[src/rtl/alu_exec_ctrl.sv]
// Purpose: issue/writeback stage for the 4-bit ALU; register-file operands in, result and zero flag out.
// Latency: accept edge T -> ALU inputs at T, writeback and res_valid at T+1; one op per 3 cycles at best.
// Backpressure: cmd_ready only in IDLE; RESP holds res_data/res_zero until res_ready, blocking new commands.
module alu_exec_ctrl #(
    parameter int DATA_W   = 4,
    parameter int NUM_REGS = 4,
    parameter int ADDR_W   = 2,
    parameter int CNT_W    = 8
) (
    input  logic              clk,
    input  logic              rst,
    input  logic              cmd_valid,
    output logic              cmd_ready,
    input  logic [2:0]        cmd_op,
    input  logic [ADDR_W-1:0] cmd_dst,
    input  logic [ADDR_W-1:0] cmd_src_a,
    input  logic [ADDR_W-1:0] cmd_src_b,
    input  logic              cmd_imm_en,
    input  logic [DATA_W-1:0] cmd_imm,
    output logic [DATA_W-1:0] alu_a,
    output logic [DATA_W-1:0] alu_b,
    output logic [2:0]        alu_f,
    input  logic [DATA_W-1:0] alu_y,
    output logic              res_valid,
    input  logic              res_ready,
    output logic [DATA_W-1:0] res_data,
    output logic              res_zero,
    output logic              busy,
    output logic [CNT_W-1:0]  op_count
);

    typedef enum logic [1:0] {
        IDLE = 2'd0,
        EXEC = 2'd1,
        RESP = 2'd2
    } state_t;

    state_t            state;
    logic [DATA_W-1:0] regs [NUM_REGS];
    logic [ADDR_W-1:0] dst_q;
    logic [DATA_W-1:0] rd_a;
    logic [DATA_W-1:0] rd_b;

    assign cmd_ready = (state == IDLE);
    assign busy      = (state != IDLE);

    // R0 is forced to zero on read so a load is simply ADD R0 + imm.
    always_comb begin
        rd_a = '0;
        rd_b = '0;
        if (cmd_src_a != '0) rd_a = regs[cmd_src_a];
        if (cmd_src_b != '0) rd_b = regs[cmd_src_b];
    end

    always_ff @(posedge clk) begin
        if (rst) begin
            state     <= IDLE;
            for (int i = 0; i < NUM_REGS; i++) regs[i] <= '0;
            alu_a     <= '0;
            alu_b     <= '0;
            alu_f     <= '0;
            dst_q     <= '0;
            res_valid <= 1'b0;
            res_data  <= '0;
            res_zero  <= 1'b1;
            op_count  <= '0;
        end else begin
            case (state)
                IDLE: begin
                    if (cmd_valid) begin
                        alu_a <= rd_a;
                        alu_b <= cmd_imm_en ? cmd_imm : rd_b;
                        alu_f <= cmd_op;
                        dst_q <= cmd_dst;
                        state <= EXEC;
                    end
                end
                EXEC: begin
                    // Writeback lands before RESP, so the next command never sees a stale register.
                    res_data  <= alu_y;
                    res_zero  <= (alu_y == '0);
                    if (dst_q != '0) regs[dst_q] <= alu_y;
                    res_valid <= 1'b1;
                    state     <= RESP;
                end
                RESP: begin
                    if (res_ready) begin
                        res_valid <= 1'b0;
                        op_count  <= op_count + CNT_W'(1);
                        state     <= IDLE;
                    end
                end
                default: state <= IDLE;
            endcase
        end
    end

endmodule

[config.mk]
export PLATFORM = sky130hd
export DESIGN_NAME = alu_exec_ctrl
export DESIGN_NICKNAME = d
export VERILOG_FILES = /design/src/rtl/alu_exec_ctrl.sv
export SDC_FILE = /design/constraint.sdc
export NUM_CORES = 1
export LEC_CHECK = 0
export BUFFER_PORTS_ARGS = -buffer_cell sky130_fd_sc_hd__clkbuf_2
export CAP_MARGIN = 10
export CORE_UTILIZATION = 35
export CTS_CLUSTER_SIZE = 25
export DETAILED_ROUTE_END_ITERATION = 8
export PLACE_DENSITY_LB_ADDON = 0.3
export SLEW_MARGIN = 20
export SYNTH_ARGS = -nofsm -noshare
export SYNTH_HDL_FRONTEND = slang
export SYNTH_SLANG_ARGS = --single-unit
[constraint.sdc]
create_clock -name clk -period 2.25 [get_ports clk]
set_clock_uncertainty 0.2 [all_clocks]
set_input_delay 0.1125 -clock clk [delete_from_list [all_inputs] [get_ports clk]]
set_output_delay 0.1125 -clock clk [all_outputs]
set_load 0.1 [all_outputs]
; ---- Yosys cells after proc, flatten, opt, wreduce, memory -nomap -nowiden
; Memories as Yosys holds them, arrays and structs flattened.
; Index checks and enable logic that the tools add are counted.
[totals]
word_cells = 44
ram_bits = 16
out_inout_bits = 27
memories = 1
register_bits = 29
inputBits = 22
[memory_table]
columns = memory, depth, word_bits, read_ports, rd_ports_with_merged_regs, write_ports, line
row1 = regs, 4, 4, 2, 0, 4, 39  ; logic [DATA_W-1:0] regs [NUM_REGS];
[classes]
mux = 17
add_sub_neg = 1
n_reduce_logical = 12
eq_ne = 4
[ops]
columns = operator, n
row1 = $mux W4, 4
row2 = $reduce_bool A2 Y1, 5
row3 = $add A8 B1 Y8 const B, 1
row4 = $mux W1, 8
row5 = $reduce_and A2 Y1, 4
row6 = $mux W2, 3
row7 = $pmux W2 S3, 1
row8 = $logic_not A4 Y1, 1
row9 = $ne A2 B2 Y1 const B, 2
row10 = $reduce_or A4 Y1, 1
row11 = $eq A2 B1 Y1 const B, 1
row12 = $eq A2 B2 Y1 const B, 1
row13 = $logic_not A2 Y1, 1
row14 = $pmux W1 S2, 1

; ---- Longest topological paths before layout
[logic_depth]
word_depth = 7
depth_mapped = 6
mapped_depth_nobuf = 4

; ---- Worst setup path after synthesis
; OpenSTA, ideal clock, no wires.
[synth_path]
path_kind = register to output
start = register state[0]
end = output port busy
path_buffers = 0
arrival_time_ns = 1.919
path_slack_ns = 0.018
path_stages_with_launch = 3
path_cell_list = dfxtp_1 nor2_2 inv_1
[synth_via]
elab_chain_len = 1
[synth_rtl]
columns = element, line
row1 = from (decl), 38  ; state_t state;
row2 = from (signal assigned), 57  ; state <= IDLE;
row3 = from (signal assigned), 75  ; state <= EXEC;
row4 = from (signal assigned), 84  ; state <= RESP;
row5 = $reduce_bool A2 Y1, 45  ; assign busy = (state != IDLE);
row6 = to (decl), 28  ; output logic busy,
; Every way passes these cells.

==> impl_metrics.env <==
export IMPL_status="completed"
export IMPL_antennaDiodeCount=0
export IMPL_viasPerCell=4.80
export IMPL_die_area_sq_mm=0.00575
export IMPL_holdCritPathClass="in2reg"
export IMPL_cp_required_ns=2.07
export IMPL_initial_core_util=0.369
export IMPL_nFillCells=488
export IMPL_clk_pin_slew_ns=0.08
export IMPL_drv_slew=0
export IMPL_slew_headroom=0.630
export IMPL_critPathLaunchType="flop"
export IMPL_slowest_stage="dfxtp_1"
export IMPL_cts_max_level=2
export IMPL_critPathBufInv=0
export IMPL_gp_congestion=0.766
export IMPL_grt_max_degree=21
export IMPL_grt_pass1_vias=1408
export IMPL_endpoint_kind="flop"
export IMPL_place_inst=302
export IMPL_syn_area_sq_mm=0.00191
export IMPL_crit_type="reg2reg"
export IMPL_holdWs_ns=0.0153
export IMPL_ant_nets=0
export IMPL_max_freq_ghz=0.575
export IMPL_cts_sinks=43
export IMPL_crit_chain="and2b_1 -> nand2_1 -> nor3_1 -> or2_2"
export IMPL_cp_top_family="simple AND/OR/NAND/NOR gates"
export IMPL_synth_top_area_share=0.304
export IMPL_synth_cell_types=42
export IMPL_grt_pass1_wl_um=6560
export IMPL_drc=0
export IMPL_vdd_ir_drop_max_v=0.000277
export IMPL_postSynthAreaPerCell_sq_um=9.99
export IMPL_netlist_instances=191
export IMPL_place_ws_ns=0.512
export IMPL_finalCriticalPeriod_ns=1.74
export IMPL_setup_tns_ns=0
export IMPL_setup_viol=0
export IMPL_synth_largest_area_cell="dfxtp_1"
export IMPL_dr_first_iter_drc_count=47
export IMPL_cp_max_fo=6
export IMPL_clock_latency_ns=0.30
export IMPL_gr_usage_all_layers=0.157
export IMPL_drt_wirelength_per_cell_um=13.0
export IMPL_cts_tree="yes"
export IMPL_worst_slew_pin_transition_ns=0.557
export IMPL_antenna_found_initial=0
export IMPL_clockBufferDepth=2
export IMPL_stdcell_count=322
export IMPL_synth_seq_area_share=0.525
export IMPL_rows=26
export IMPL_cts_root_buffer="clkbuf_8"
export IMPL_cts_buffers=5
export IMPL_synth_seq_cells=43
export IMPL_cp_slowest_stage_delay_ns=0.41
export IMPL_synth_top_cells_by_area="dfxtp_1 30%, edfxtp_1 22%, nand2_1 5.1%, and2_1 4.6%, mux2_2 3.5%"
export IMPL_die_w_um=75.8
export IMPL_yosys_warnings=0
export IMPL_grt_ovfl_total=0
export IMPL_post_route_period_util=0.774
export IMPL_fin_ws_ns=0.510
export IMPL_dp_hpwl_um=3060
export IMPL_layout_drive_gt1_share=0.294
export IMPL_nNetsFinal=274
export IMPL_die_h_um=75.8
export IMPL_post_cts_buffers=0
export IMPL_p_leak_nw=1.04
export IMPL_cap_violations=0
export IMPL_via_count=1544
export IMPL_coreArea_sq_mm=0.00517
export IMPL_area_delta_synth_final_pct=28.9
export IMPL_power_density_mw_per_mm2=797
export IMPL_rsz0062_at_grt="no"
export IMPL_port_buffers=48
export IMPL_drt_wl_total_um=4180
export IMPL_hold_viol=0
export IMPL_io_pins=49
export IMPL_critPathArrivalTime_ns=1.56
export IMPL_firstDrtPassIters=4
## cells in the final DEF (no fill, tap or decap), types with 2 or more instances in the layout
cell type | synthesis | final
nand2b_1 | 3 | 3
clkbuf_2 | 0 | 48
edfxtp_1 | 14 | 14
a22oi_1 | 2 | 2
a21oi_1 | 13 | 13
a211oi_1 | 2 | 2
buf_4 | 2 | 3
bufinv_16 | 0 | 2
dlygate4sd3_1 | 0 | 12
nor2b_1 | 4 | 4
nor3_1 | 7 | 7
nor3_2 | 2 | 2
or2_2 | 2 | 2
nand4_1 | 2 | 2
nand2_1 | 26 | 26
nand3_1 | 5 | 5
mux2_2 | 6 | 6
xor2_1 | 6 | 6
o311a_1 | 2 | 2
and2_1 | 14 | 14
dfxtp_1 | 29 | 29
or2b_1 | 2 | 2
nor2_1 | 17 | 17
clkbuf_8 | 0 | 5
conb_1 | 1 | 2
a221oi_1 | 4 | 4
## cell families after synthesis
logic type,Yosys count,share of synthesized area
AO/OA/AOI/OAI,27,0.0990
XOR/XNOR,7,0.0321
adder cells (fa/ha/maj),1,0.00656
buffers and inverters,12,0.0308
flip-flops,43,0.525
multiplexers,7,0.0407
other,1,0.00197
AND/OR/NAND/NOR,93,0.264
## power breakdown
group	internal, W	switching (W)
Combinational	0.0000963	0.000289
Clock	0.000444	0.000270
Sequential	0.000838	0.0000238
## metrics by stage
step / power, W / instance area (sq um) / utilization
floorplan: 0.00117 / 1910 / -
global placement: 0.00125 / 2210 / 0.427
detailed placement: 0.00125 / 2210 / 0.427
CTS: 0.00197 / 2460 / 0.476
global route: 0.00204 / 2460 / 0.476
finish: 0.00196 / 2460 / 0.476
## synth_stat cells
library cell,n
nor4b_4,1
buf_1,1
o311a_1,2
buf_2,5
nor2_1,17
a211o_1,1
or4_1,1
a21oi_1,13
mux2i_1,1
nand2b_1,3
a221o_2,1
ha_1,1
nor2_2,1
conb_1,1
inv_1,1
nor3_1,7
nor3_2,2
and3b_1,1
or3b_2,1
a221oi_1,4
nor2b_1,4
and2_1,14
xor2_1,6
dfxtp_1,29
clkbuf_1,3
and2b_1,1
a31o_2,1
mux2_2,6
nand2_1,26
buf_4,2
nand4_1,2
a211oi_1,2
and4_1,1
nand3_1,5
or2b_1,2
nor2b_4,1
edfxtp_1,14
a221o_1,1
and3_1,1
xnor2_1,1
a22oi_1,2
or2_2,2
## tightest hold or removal path: stages
cell and delay [ns]:
clkbuf_2 0.08, nand2_1 0.06, o311a_1 0.18, nor3_2 0.04
## sequential cells by signal, summed over array words and instances (netlist names)
name,flops
regs,14
op_count,8
alu_a,4
alu_b,4
res_data,4
alu_f,3
dst_q,2
state,2
res_valid,1
res_zero,1
## what timing repair did
item | 4_1_cts | 5_1_grt
resized for setup | 0 | 0
hold buffers | 12 | 0
endpoints found under the hold margin | 25 | 0
## per-layer routing
layer,vias up,global-route usage,part of all wire,routed length [um]
met1,697,0.194,0.47,1950
li1,785,-,-,-
met5,-,0,0,0
met3,10,0.0503,0.058,243
met4,0,0.0700,0.017,71
met2,52,0.251,0.46,1920
## worst paths after layout
path	startpoint	to	slack (ns)	cells after the start
worst max-delay path	state[0]	regs[1][2]	0.51	4
worst min-delay path	cmd_imm[0]	alu_b[0]	0.02	4
worst max register to register	state[0]	regs[1][2]	0.51	4
worst min register to register	alu_f[1]	alu_f[1]	0.26	2
## final cells by class
type / count / area, sq um / share of cell area
Clock buffer: 6 / 72.6 / 0.0295
Clock inverter: 2 / 60.1 / 0.0244
Inverter: 1 / 3.75 / 0.00153
Multi-Input combinational cell: 137 / 852 / 0.346
Sequential cell: 43 / 1000 / 0.407
Tap cell: 70 / 87.6 / 0.0356
Timing Repair Buffer: 63 / 383 / 0.156
Note: power is estimated with default switching activity, not from simulation.
